<file path="src/rtl/rdata_router.sv">
// rdata_router: per-slave read-data return path; in-order tag FIFO routes each data beat to its master.
// Optional head timeout with force-pop enabled by defining RDR_TIMEOUT_EN.
module rdata_router #(
  parameter int NUM_MASTERS = 2,
  parameter int MID_W       = 1,
  parameter int DATA_W      = 32,
  parameter int DEPTH       = 4,
  parameter int PTR_W       = 2,
  parameter int TIMEOUT     = 255
) (
  input  logic                          clk,
  input  logic                          reset,
  input  logic                          rd_accept,
  input  logic [MID_W-1:0]              rd_master,
  output logic                          rd_allow,
  input  logic                          rdata_valid,
  input  logic [DATA_W-1:0]             rdata_in,
  output logic [NUM_MASTERS*DATA_W-1:0] rdata,
  output logic [NUM_MASTERS-1:0]        data_read,
  output logic [PTR_W:0]                pend_cnt,
  output logic                          err_drop,
  output logic                          err_orphan,
  output logic                          err_timeout
);
  logic [MID_W-1:0] tags [DEPTH];
  logic [PTR_W:0] wr_ptr, rd_ptr;
  logic [MID_W-1:0] head;
  logic [DATA_W-1:0] pop_val;
  logic empty, full, pop, tmo_pop, push, bad;

  // pointers carry an extra wrap bit so full and empty are distinguishable
  assign empty    = wr_ptr == rd_ptr;
  assign full     = (wr_ptr[PTR_W] != rd_ptr[PTR_W]) && (wr_ptr[PTR_W-1:0] == rd_ptr[PTR_W-1:0]);
  assign head     = tags[rd_ptr[PTR_W-1:0]];
  assign bad      = int'(rd_master) >= NUM_MASTERS;
  assign pop      = (rdata_valid && !empty) || tmo_pop;
  assign push     = rd_accept && !bad && (!full || pop);
  assign pop_val  = rdata_valid ? rdata_in : '1;
  assign rd_allow = !full;
  assign pend_cnt = wr_ptr - rd_ptr;

`ifdef RDR_TIMEOUT_EN
  localparam logic [7:0] TMO = 8'(TIMEOUT);
  logic [7:0] tmo_cnt;
  // real data in the timeout cycle wins; the forced pop only fires without it
  assign tmo_pop = !empty && !rdata_valid && tmo_cnt == TMO;
  always_ff @(posedge clk or posedge reset) begin
    if (reset) begin
      tmo_cnt     <= '0;
      err_timeout <= 1'b0;
    end else begin
      tmo_cnt     <= (empty || pop) ? '0 : tmo_cnt + 8'd1;
      err_timeout <= tmo_pop;
    end
  end
`else
  assign tmo_pop     = 1'b0;
  assign err_timeout = 1'b0;
`endif

  always_ff @(posedge clk) begin
    if (push) tags[wr_ptr[PTR_W-1:0]] <= rd_master;
  end

  always_ff @(posedge clk or posedge reset) begin
    if (reset) begin
      wr_ptr     <= '0;
      rd_ptr     <= '0;
      err_drop   <= 1'b0;
      err_orphan <= 1'b0;
      data_read  <= '0;
      rdata      <= '0;
    end else begin
      if (push) wr_ptr <= wr_ptr + 1'b1;
      if (pop) rd_ptr <= rd_ptr + 1'b1;
      if (rd_accept && !push) err_drop <= 1'b1;
      if (rdata_valid && empty) err_orphan <= 1'b1;
      for (int i = 0; i < NUM_MASTERS; i++) begin
        data_read[i]                <= pop && int'(head) == i;
        rdata[i*DATA_W +: DATA_W]   <= (pop && int'(head) == i) ? pop_val : '0;
      end
    end
  end
endmodule
</file>
<file path="config.mk">
export PLATFORM = sky130hd
export DESIGN_NAME = rdata_router
export DESIGN_NICKNAME = d
export VERILOG_FILES = /design/src/rtl/rdata_router.sv
export SDC_FILE = /design/constraint.sdc
export NUM_CORES = 1
export LEC_CHECK = 0
export BUFFER_PORTS_ARGS = -buffer_cell sky130_fd_sc_hd__buf_2
export CORE_MARGIN = 1
export CORE_UTILIZATION = 30
export CTS_CLUSTER_SIZE = 8
export DETAILED_ROUTE_END_ITERATION = 16
export HOLD_SLACK_MARGIN = 0.02
export SLEW_MARGIN = 10
export SYNTH_ARGS = -nofsm -noshare
export SYNTH_HDL_FRONTEND = slang
export SYNTH_SLANG_ARGS = --single-unit
</file>
<file path="constraint.sdc">
create_clock -name clk -period 4.05 [get_ports clk]
set_input_delay 0.2025 -clock clk [delete_from_list [all_inputs] [get_ports clk]]
set_output_delay 0.2025 -clock clk [all_outputs]
set_load 0.01 [all_outputs]
</file>
== After elaboration in Yosys (flattened, before gate mapping) ==
Memories as Yosys holds them, arrays and structs flattened.
Cells that the tools add are included.

* Register bits after elaboration: 74
* Bits in writable memories: 4
* Input port bits: 37
* Output and inout port bits: 73
* Word-level logic and storage cells: 30
* Memories: 1

* Add/sub/neg operators: 3
* Equal/unequal tests: 3
* Multiplexer cells: 5
* Bitwise operators: 1
* Reduce and logical (&&, ||, !) cells: 11

{| class="wikitable"
|+ Memories
! name !! depth !! bits a word !! rd ports !! clocked after memory_dff !! wr ports !! RTL line !! text
|-
| tags || 4 || 1 || 1 || 0 || 1 || 25 || <nowiki>logic [MID_W-1:0] tags [DEPTH];</nowiki>
|}

{| class="wikitable"
|+ Operator list
! kind !! number
|-
| 2-to-1 mux 32 bit || 3
|-
| logical AND 1 bit || 7
|-
| adder 3 x 1 -> 3 bit (second input constant) || 2
|-
| equality test 3 bit || 1
|-
| logical NOT 1 bit || 3
|-
| subtractor 3 bit || 1
|-
| equality test 2 bit || 1
|-
| 2-to-1 mux 1 bit || 2
|-
| logical OR 1 bit || 1
|-
| != test 1 bit || 1
|-
| inverter 1 bit || 1
|}

== Longest topological paths before layout ==
Gate-level depths: netlist of run 1.

* Word-level depth: 7
* Gate-level depth with buffers: 6
* Gate-level depth less buffers: 5

== Least setup slack after synthesis of run 1 ==
No wires, ideal clock.

* Path kind: register to register
* From: register wr_ptr[0]
* To: register rdata[22]
* Library setup time: 0.066 ns
* Arrival time: 1.574 ns
* Data required time: 3.984 ns
* Setup slack: 2.411 ns
* Cell stages (with the launch flop): 7
* Path buffers: 1
* Period minus slack after synthesis: 1.639 ns
* Cell sequence: dfrtp_1 > inv_1 > ha_1 > and2_1 > a211oi_4 > buf_6 > and2_1

* Longest elaborated chain between the ends: 5

{| class="wikitable"
|+ Ends and longest elaborated chain
! item !! RTL line !! text
|-
| from (decl) || 26 || <nowiki>logic [PTR_W:0] wr_ptr, rd_ptr;</nowiki>
|-
| from (signal assigned) || 74 || <nowiki>if (push) wr_ptr <= wr_ptr + 1'b1;</nowiki>
|-
| equality test 3 bit || 32 || <nowiki>assign empty = wr_ptr == rd_ptr;</nowiki>
|-
| logical NOT 1 bit || 36 || <nowiki>assign pop = (rdata_valid && !empty) || tmo_pop;</nowiki>
|-
| logical AND 1 bit || 36 ||
|-
| logical AND 1 bit || 80 || <nowiki>rdata[i*DATA_W +: DATA_W] <= (pop && int'(head) == i) ? pop_val : '0;</nowiki>
|-
| 2-to-1 mux 32 bit || 80 ||
|-
| to (signal, indexed assignment) || 80 ||
|-
| to (decl) || 18 || <nowiki>output logic [NUM_MASTERS*DATA_W-1:0] rdata,</nowiki>
|}

No other way between the ends.
A chain may end at the register's enable or synchronous reset.

== Worst setup path in the final report of run 1 ==
* From: register wr_ptr[0]
* To: register rdata[2]

The elaborated chain is that of the path after synthesis.

==> impl_metrics.ini, run 1 <==
[pwr]
seqPwrFrac_pct = 42.8
peakVddDrop_v = 0.000386
p_sw_share_pct = 34.5
power_frac_comb_pct = 35.9
p_switching_uw = 891
leakage_uw = 0.00201
powerDensity_nw_per_um2 = 710
power_frac_clock_pct = 21.3
p_int_uw = 1690

[grt]
grt_max_degree = 39
grt_pass1_wl_um = 9120
grt_antenna_before_repair = 0
grt_pass1_vias = 1824
grt_use_total_pct = 12.5
grt_overflow = 0

[clock_network]
cts_max_level = 3
cts_buffers = 9
cts-root-buf = clkbuf_8
numClockSinks = 78
post-cts-setup-buffers = 0
path_clk_slew_ps = 80
cts_hold_buf = 1
cts_resized = 0
cts_tree = yes
worstSkewPairLatency_ps = 350
cts_buffer_depth = 2

[floorplanning]
initial_core_util_pct = 31.6
row_count = 34
die-width_um = 98.9
core_sq_um = 8890
design.die.area_sq_um = 9770
io_pins = 110
die_h_um = 98.9

[yosys]
synth_fp_nets = 242
netlist_area_sq_um = 2810
async_flop_share_pct = 94.9
synth_cell_types = 28
ys_warn_count = 0
synth_edf_count = 4
yosysSeqAreaShare_pct = 70.1
syn_inst = 197
synthFlopType = dfrtp_1
synth-seq-cells = 78
syn_area_per_cell_sq_um = 14.3

[timing]
period_share_pct = 57.9
finalHoldViolCount = 0
worst_pin_slew_ps = 1130
slew_headroom_pct = 24.1
hold_ws_ps = 60.2
slew_violations = 0
tns_ps = 0
period_needed_ps = 2350
fmax_ghz = 0.426
rsz0062_at_grt = no
final.setup_skew_ps = 11.0
setup_viol = 0

[drt]
drt_iter0_drc = 20
dr.pass1.iters = 3
wirelength_um = 5690
vias = 1768
route.detailed.drc = 0
ant_nets = 0
vias_per_cell = 4.18
avgRoutedWirePerCell_um = 13.5

[finish]
multi_input_area_sq_um = 762
fillers = 878
drive_above_1_share_pct = 41.0
fin_nets = 356
final_area_sq_um = 3630
diodes = 0
regArea_sq_um = 1970
syn2layout_area_growth_pct = 29.1

[worst_setup_path]
cp_slowest_stage_delay_ps = 960
path_class = register to register
critPathMaxFanout = 33
crit_arrival_ps = 2620
cpMostUsedCell = and2_1
reg2regPathDepth = 5
worstPathCellList = inv_1, ha_1, and2_1, a211oi_4, and2_1
crit_required_ps = 4330
crit_path_top_delay_cell = a211oi_4
worstSetupEndpointType = register
start_kind = register

[outcome]
status = finished, final reports clean

[placement]
routabilityCongestion = 0.725
placed_area_sq_um = 3440
io_buffers = 108
place_hpwl_um = 3860

[min_path]
min_path_cells = 2
min_path_type = primary input to register

[job]
cap_violations = 0
## critical path, delay by kind of cell, from the launching register on
kind                     cells  cell delay, ps
buffers and inverters        1             100
flip-flops                   1             400
adder cells (fa/ha/maj)      1             350
AND/OR/NAND/NOR              2             460
AO/OA/AOI/OAI                1             960
## cell families after synthesis
| family | Yosys count | share of synthesized area, % |
|---|---|---|
| AND/OR/NAND/NOR | 80 | 17.3 |
| multiplexers | 3 | 1.60 |
| buffers and inverters | 14 | 2.85 |
| flip-flops | 78 | 70.1 |
| other | 1 | 0.133 |
| AO/OA/AOI/OAI | 8 | 2.71 |
| XOR/XNOR | 5 | 1.56 |
| adder cells (fa/ha/maj) | 8 | 3.82 |
## area by class of cell
type | count | share of cell area, %
sequential | 78 | 54.3
inverter | 7 | 0.723
clock inverter | 4 | 1.34
timing repair buffer | 110 | 15.4
clock buffer | 11 | 3.62
multi-input combinational | 105 | 21.0
tap | 108 | 3.72
## synth_stat cells, drive strengths merged (2+ instances only)
cell type | number | area share [%]
dfrtp | 74 | 66
and2 | 65 | 14
ha | 7 | 3.1
inv | 7 | 0.93
nand2 | 6 | 0.80
buf | 5 | 1.6
and3 | 4 | 0.89
edfxtp | 4 | 4.3
xnor2 | 4 | 1.2
a31o | 2 | 0.62
clkbuf | 2 | 0.27
mux2 | 2 | 0.80
o21ai | 2 | 0.36
## placed cells by master (no fill, tap or decap), types with 2 or more instances in the layout
cell	n
nand2_1	6
clkbuf_1	2
o21ai_0	2
ha_1	7
buf_2	108
and3_1	4
inv_1	6
dfrtp_1	74
edfxtp_1	4
mux2_2	2
clkbuf_8	9
a31o_2	2
clkinv_2	2
xnor2_1	4
and2_1	65
## flip-flops by register name (all words and copies together) (netlist names)
name	flops
rdata	64
tags	4
rd_ptr	3
wr_ptr	3
data_read	2
err_drop	1
err_orphan	1
## metrics by stage
step                      power [uW]  utilization [%]  instances  setup WS (ps)
after floorplan                 1710                -        197           1970
after global placement          2050             38.7        407           1720
after detailed placement        2070             38.7        407           1600
after CTS                       2620             40.9        423           1590
after global routing            2790             40.9        423           1430
final                           2580             40.9        423           1700
## metal layers
layer  GRT usage (%)  part of all wire (%)
met5               0                     0
met3            5.32                   7.5
met4            4.82                   1.7
met2            19.4                    45
met1            15.5                    46
## worst paths after layout
| check | from | endpoint | slack [ps] |
|---|---|---|---|
| worst max-delay path | wr_ptr[0] | rdata[2] | 1700 |
| worst min-delay path | rdata_in[9] | rdata[41] | 60 |
| worst max register to register | wr_ptr[0] | rdata[2] | 1700 |
| worst min register to register | err_drop | err_drop | 480 |
| max in group asynchronous | reset | rdata[54] | 2540 |
| min in group asynchronous | reset | rdata[10] | 530 |
## power groups by stage
stage	combinational [uW]	clock, uW	sequential [uW]
after CTS	949	566	1110
after global placement	933	0	1120
after floorplan	495	0	1220
after detailed placement	946	0	1120
final	926	549	1100
after global routing	1050	607	1130
No activity file was read; power rests on OpenSTA's default activity.
==> run 2: changes to the inputs <==
clock period = 2.1 ns   (was 4.05 ns; I/O delays follow)
==> impl_metrics.ini, run 2 (synthesized netlist as in run 1, its figures left out) <==
[outcome]
status = finished, final reports clean

[drt]
drt_iter0_drc = 31
vias = 1942
route.detailed.drc = 0
avgRoutedWirePerCell_um = 13.0
vias_per_cell = 4.20
dr.pass1.iters = 4
wirelength_um = 6030
ant_nets = 0

[timing]
final.setup_skew_ps = 16.4
rsz0062_at_grt = no
tns_ps = 0
finalHoldViolCount = 0
fmax_ghz = 0.513
slew_headroom_pct = 61.2
slew_violations = 0
setup_viol = 0
worst_pin_slew_ps = 581
hold_ws_ps = 78.0
period_needed_ps = 1950
period_share_pct = 92.8

[worst_setup_path]
cp_slowest_stage_delay_ps = 440
crit_path_top_delay_cell = dfrtp_1
crit_arrival_ps = 1840
crit_required_ps = 2000
start_kind = register
critPathMaxFanout = 4
path_class = register to output pin
worstSetupEndpointType = output pin
worstPathCellList = inv_1, ha_1, fa_1, xnor2_1, buf_2

[placement]
place_hpwl_um = 4010
io_buffers = 108
routabilityCongestion = 0.810
dpl.cell_count = 412

[finish]
stdcell_count = 462
utilization_pct = 45.7
multi_input_area_sq_um = 762
fillers = 829
diodes = 0
syn2layout_area_growth_pct = 44.2
mostFrequentLayoutCells = buf_2, dfrtp_1, and2_1, dlygate4sd3_1, clkbuf_8
layout.cells.most_common = buf_2
largest_register_ff_count = 64
drive_above_1_share_pct = 38.1
regMostFlops = rdata
fin_nets = 394
regArea_sq_um = 1970

[clock_network]
worstSkewPairLatency_ps = 340
cts_buffers = 9
cts-root-buf = clkbuf_8
cts_max_level = 3
cts_tree = yes
numClockSinks = 78
cts_resized = 0
cts_buffer_depth = 2
post-cts-setup-buffers = 0
path_clk_slew_ps = 90

[floorplanning]
die_h_um = 98.9
io_pins = 110
core_sq_um = 8890
row_count = 34
die-width_um = 98.9
initial_core_util_pct = 31.6
design.die.area_sq_um = 9770

[pwr]
leakage_uw = 0.00219
peakVddDrop_v = 0.000593
powerDensity_nw_per_um2 = 1300

[grt]
grt_pass1_wl_um = 9850
grt_overflow = 0
grt_max_degree = 35
grt_pass1_vias = 2016
grt_antenna_before_repair = 0
grt_use_total_pct = 13.2

[job]
cap_violations = 0

[min_path]
min_path_type = primary input to register
## run 2: changes by cell type in the layout (fill, tap and decap cells not counted), sizes merged
cell	delta
dlygate4sd3	+33
buf	+5
clkinv	-2
bufinv	+1
clkinvlp	+1
inv	+1
## run 2: cell type report
cell class	instances	share of cell area, %
clock inverters	5	2.00
flip-flops and latches	78	48.6
multi-input cells	105	18.8
well taps	108	3.33
clock buffers	11	3.24
inverters	7	0.647
repair buffers	148	23.4
## run 2: where the power goes
part,switching [uW],internal (uW),total (uW)
Clock,533,673,1210
Combinational,1050,899,1950
Sequential,190,1940,2130
Total,1780,3520,5290
## run 2: final timing paths
check                      cells after the start     endpoint  startpoint  slack [ps]
max in group asynchronous                      4    rd_ptr[2]       reset        1090
hold reg to reg                                1     err_drop    err_drop         480
hold / removal                                 2     err_drop   rd_accept          80
setup / recovery                               5  pend_cnt[2]   wr_ptr[0]         150
min in group asynchronous                      3    rdata[33]       reset         360
setup reg to reg                               5    rd_ptr[1]   wr_ptr[0]         280
## run 2: metal layers
layer	global-route usage [%]	wire (um)	up-vias
met2	21.9	2850	72
li1	-	-	925
met5	0	0	-
met1	16.4	2750	936
met4	5.86	84	0
met3	3.33	341	9
## run 2: per-stage QoR
| step | cell area, sq um | power, uW | setup WS, ps |
|---|---|---|---|
| finish | 4060 | 5290 | 151 |
| global route | 4060 | 5700 | 7.30 |
| CTS | 4060 | 5380 | 122 |
| detailed placement | 3510 | 4100 | 319 |
| global placement | 3510 | 4060 | 395 |
| floorplan | 2810 | 3300 | 113 |
## run 2: timing repair
action / 4_1_cts / 5_1_grt
setup endpoints to repair: 0 / 0
endpoints found under the hold margin: 93 / 0
hold buffers: 34 / 0
## run 2: worst max-delay path: cells and delay by family, from the launching register on
kind	cells	cell delay, ps
fa+ha+maj	2	600
flops	1	440
buf+inv	2	270
xor+xnor	1	200
==> run 3: changes to the inputs <==
--- a/config.mk
+++ b/config.mk
@@ -12,4 +12,5 @@
 export DETAILED_ROUTE_END_ITERATION = 16
 export HOLD_SLACK_MARGIN = 0.02
+export RECOVER_POWER = 50
 export SLEW_MARGIN = 10
 export SYNTH_ARGS = -nofsm -noshare
==> constraint.sdc (replaced) <==
create_clock -name clk -period 2.1 [get_ports clk]
set_input_delay 0.105 -clock clk [delete_from_list [all_inputs] [get_ports clk]]
set_output_delay 0.105 -clock clk [all_outputs]
set_load 0.005 [all_outputs]
==> impl_metrics.ini, run 3 (synthesized netlist as in run 1, its figures left out) <==
[timing]
setup_viol = 0
slew_violations = 0
fin_ws_ps = 168
final.setup_skew_ps = 16.4
hold_ws_ps = 77.0
rsz0062_at_grt = no
finalHoldViolCount = 0
period_needed_ps = 1930
tns_ps = 0
period_share_pct = 92.0
worst_pin_slew_ps = 970
slew_headroom_pct = 35.3
fmax_ghz = 0.518

[worst_setup_path]
r2r_setup_slack_ps = 280
start_kind = register
reg2regPathDepth = 5
path_class = register to output pin
crit_buf_inv = 2
timing.rr.start = wr_ptr[0]
crit_arrival_ps = 1830
crit_path_top_delay_cell = dfrtp_1
worstSetupEndpointType = output pin
worstPathCellList = inv_1, ha_1, fa_1, xnor2_1, buf_2
worstSetupStartpoint = wr_ptr[0]
r2r-end = rd_ptr[1]
endpoint = pend_cnt[2]
crit_family = adder cells
crit_required_ps = 2000
cp_slowest_stage_delay_ps = 440
critPathMaxFanout = 4
cp.depth = 5

[drt]
route.detailed.drc = 0
wirelength_um = 6020
dr.pass1.iters = 4
avgRoutedWirePerCell_um = 13.0
drt_iter0_drc = 32
vias = 1936
ant_nets = 0
vias_per_cell = 4.19

[clock_network]
cts_max_level = 3
post-cts-setup-buffers = 0
cts_resized = 0
cts-root-buf = clkbuf_8
worstSkewPairLatency_ps = 340
path_clk_slew_ps = 90
numClockSinks = 78
cts_buffers = 9
cts_buffer_depth = 2
cts_tree = yes

[outcome]
status = finished, final reports clean

[floorplanning]
die_h_um = 98.9
design.die.area_sq_um = 9770
io_pins = 110
initial_core_util_pct = 31.6
die-width_um = 98.9
row_count = 34
core_sq_um = 8890

[finish]
fin_nets = 394
diodes = 0
regArea_sq_um = 1970
largest_register_ff_count = 64
fillers = 846
multi_input_area_sq_um = 762
layout.cells.most_common = buf_2
drive_above_1_share_pct = 29.7
syn2layout_area_growth_pct = 42.5
regMostFlops = rdata
final_area_sq_um = 4010
mostFrequentLayoutCells = buf_2, dfrtp_1, and2_1, dlygate4sd3_1, clkbuf_1

[pwr]
powerDensity_nw_per_um2 = 1260
p_switching_uw = 1600
p_int_uw = 3470
seqPwrFrac_pct = 42.3
power_uw = 5060
p_sw_share_pct = 31.5
leakage_uw = 0.00207
power_frac_comb_pct = 34.0
peakVddDrop_v = 0.000554
power_frac_clock_pct = 23.8

[placement]
place_hpwl_um = 4010
io_buffers = 108
routabilityCongestion = 0.810
place_ws_ps = 319
placed_area_sq_um = 3510

[grt]
grt_max_degree = 35
grt_use_total_pct = 13.2
grt_pass1_vias = 2016
grt_overflow = 0
grt_antenna_before_repair = 0
grt_pass1_wl_um = 9850

[min_path]
min_path_cells = 2
min_path_type = primary input to register

[job]
cap_violations = 0
[run 3: power groups by stage]
stage	registers [uW]	clock network (uW)	logic, uW
floorplan	2200	0	917
global placement	2160	0	1720
detailed placement	2170	0	1740
CTS	2140	1250	1800
global route	2190	1330	1950
finish	2140	1200	1720
[run 3: worst min path at each step]
| stage | startpoint | to | slack [ps] |
|---|---|---|---|
| final | rd_accept | err_drop | 80 |
| after detailed placement | reset | rdata[24] | 200 |
| after global placement | reset | rdata[24] | 190 |
| after floorplan | rd_master | tags[0] | 200 |
| after global routing | rd_accept | err_drop | 70 |
| after CTS | rd_accept | err_drop | 50 |
[run 3: cell type report]
cell class / instances / share of cell area [%]
Clock inverter: 5 / 2.03
Clock buffer: 11 / 3.28
Inverter: 7 / 0.655
Tap cell: 108 / 3.37
Timing Repair Buffer: 148 / 22.5
Sequential cell: 78 / 49.2
Multi-Input combinational cell: 105 / 19.0
[run 3: repair_timing]
item	in CTS	in global routing
endpoints found under the setup margin	0	0
endpoints found under the hold margin	93	0
hold buffers	34	0
[run 3: metal layers]
layer	vias to the layer above	routed length, um	GRT usage (%)
li1	924	-	-
met1	928	2750	16.4
met2	73	2830	21.9
met3	11	350	3.33
met4	0	92	5.86
met5	-	0	0
[run 3: worst register-to-register path, delay by kind of cell, from the launching register on]
kind | cells | cell delay, ps
flip-flops | 1 | 440
multiplexers | 1 | 380
adder cells (fa/ha/maj) | 1 | 360
AO/OA/AOI/OAI | 1 | 330
buffers and inverters | 1 | 110
AND/OR/NAND/NOR | 1 | 100
[run 3: stage by stage]
step,util (%),instances
5_1_grt,45.1,462
3_3_place_gp,39.4,412
6_report,45.1,462
2_1_floorplan,-,197
3_5_place_dp,39.4,412
4_1_cts,45.7,462
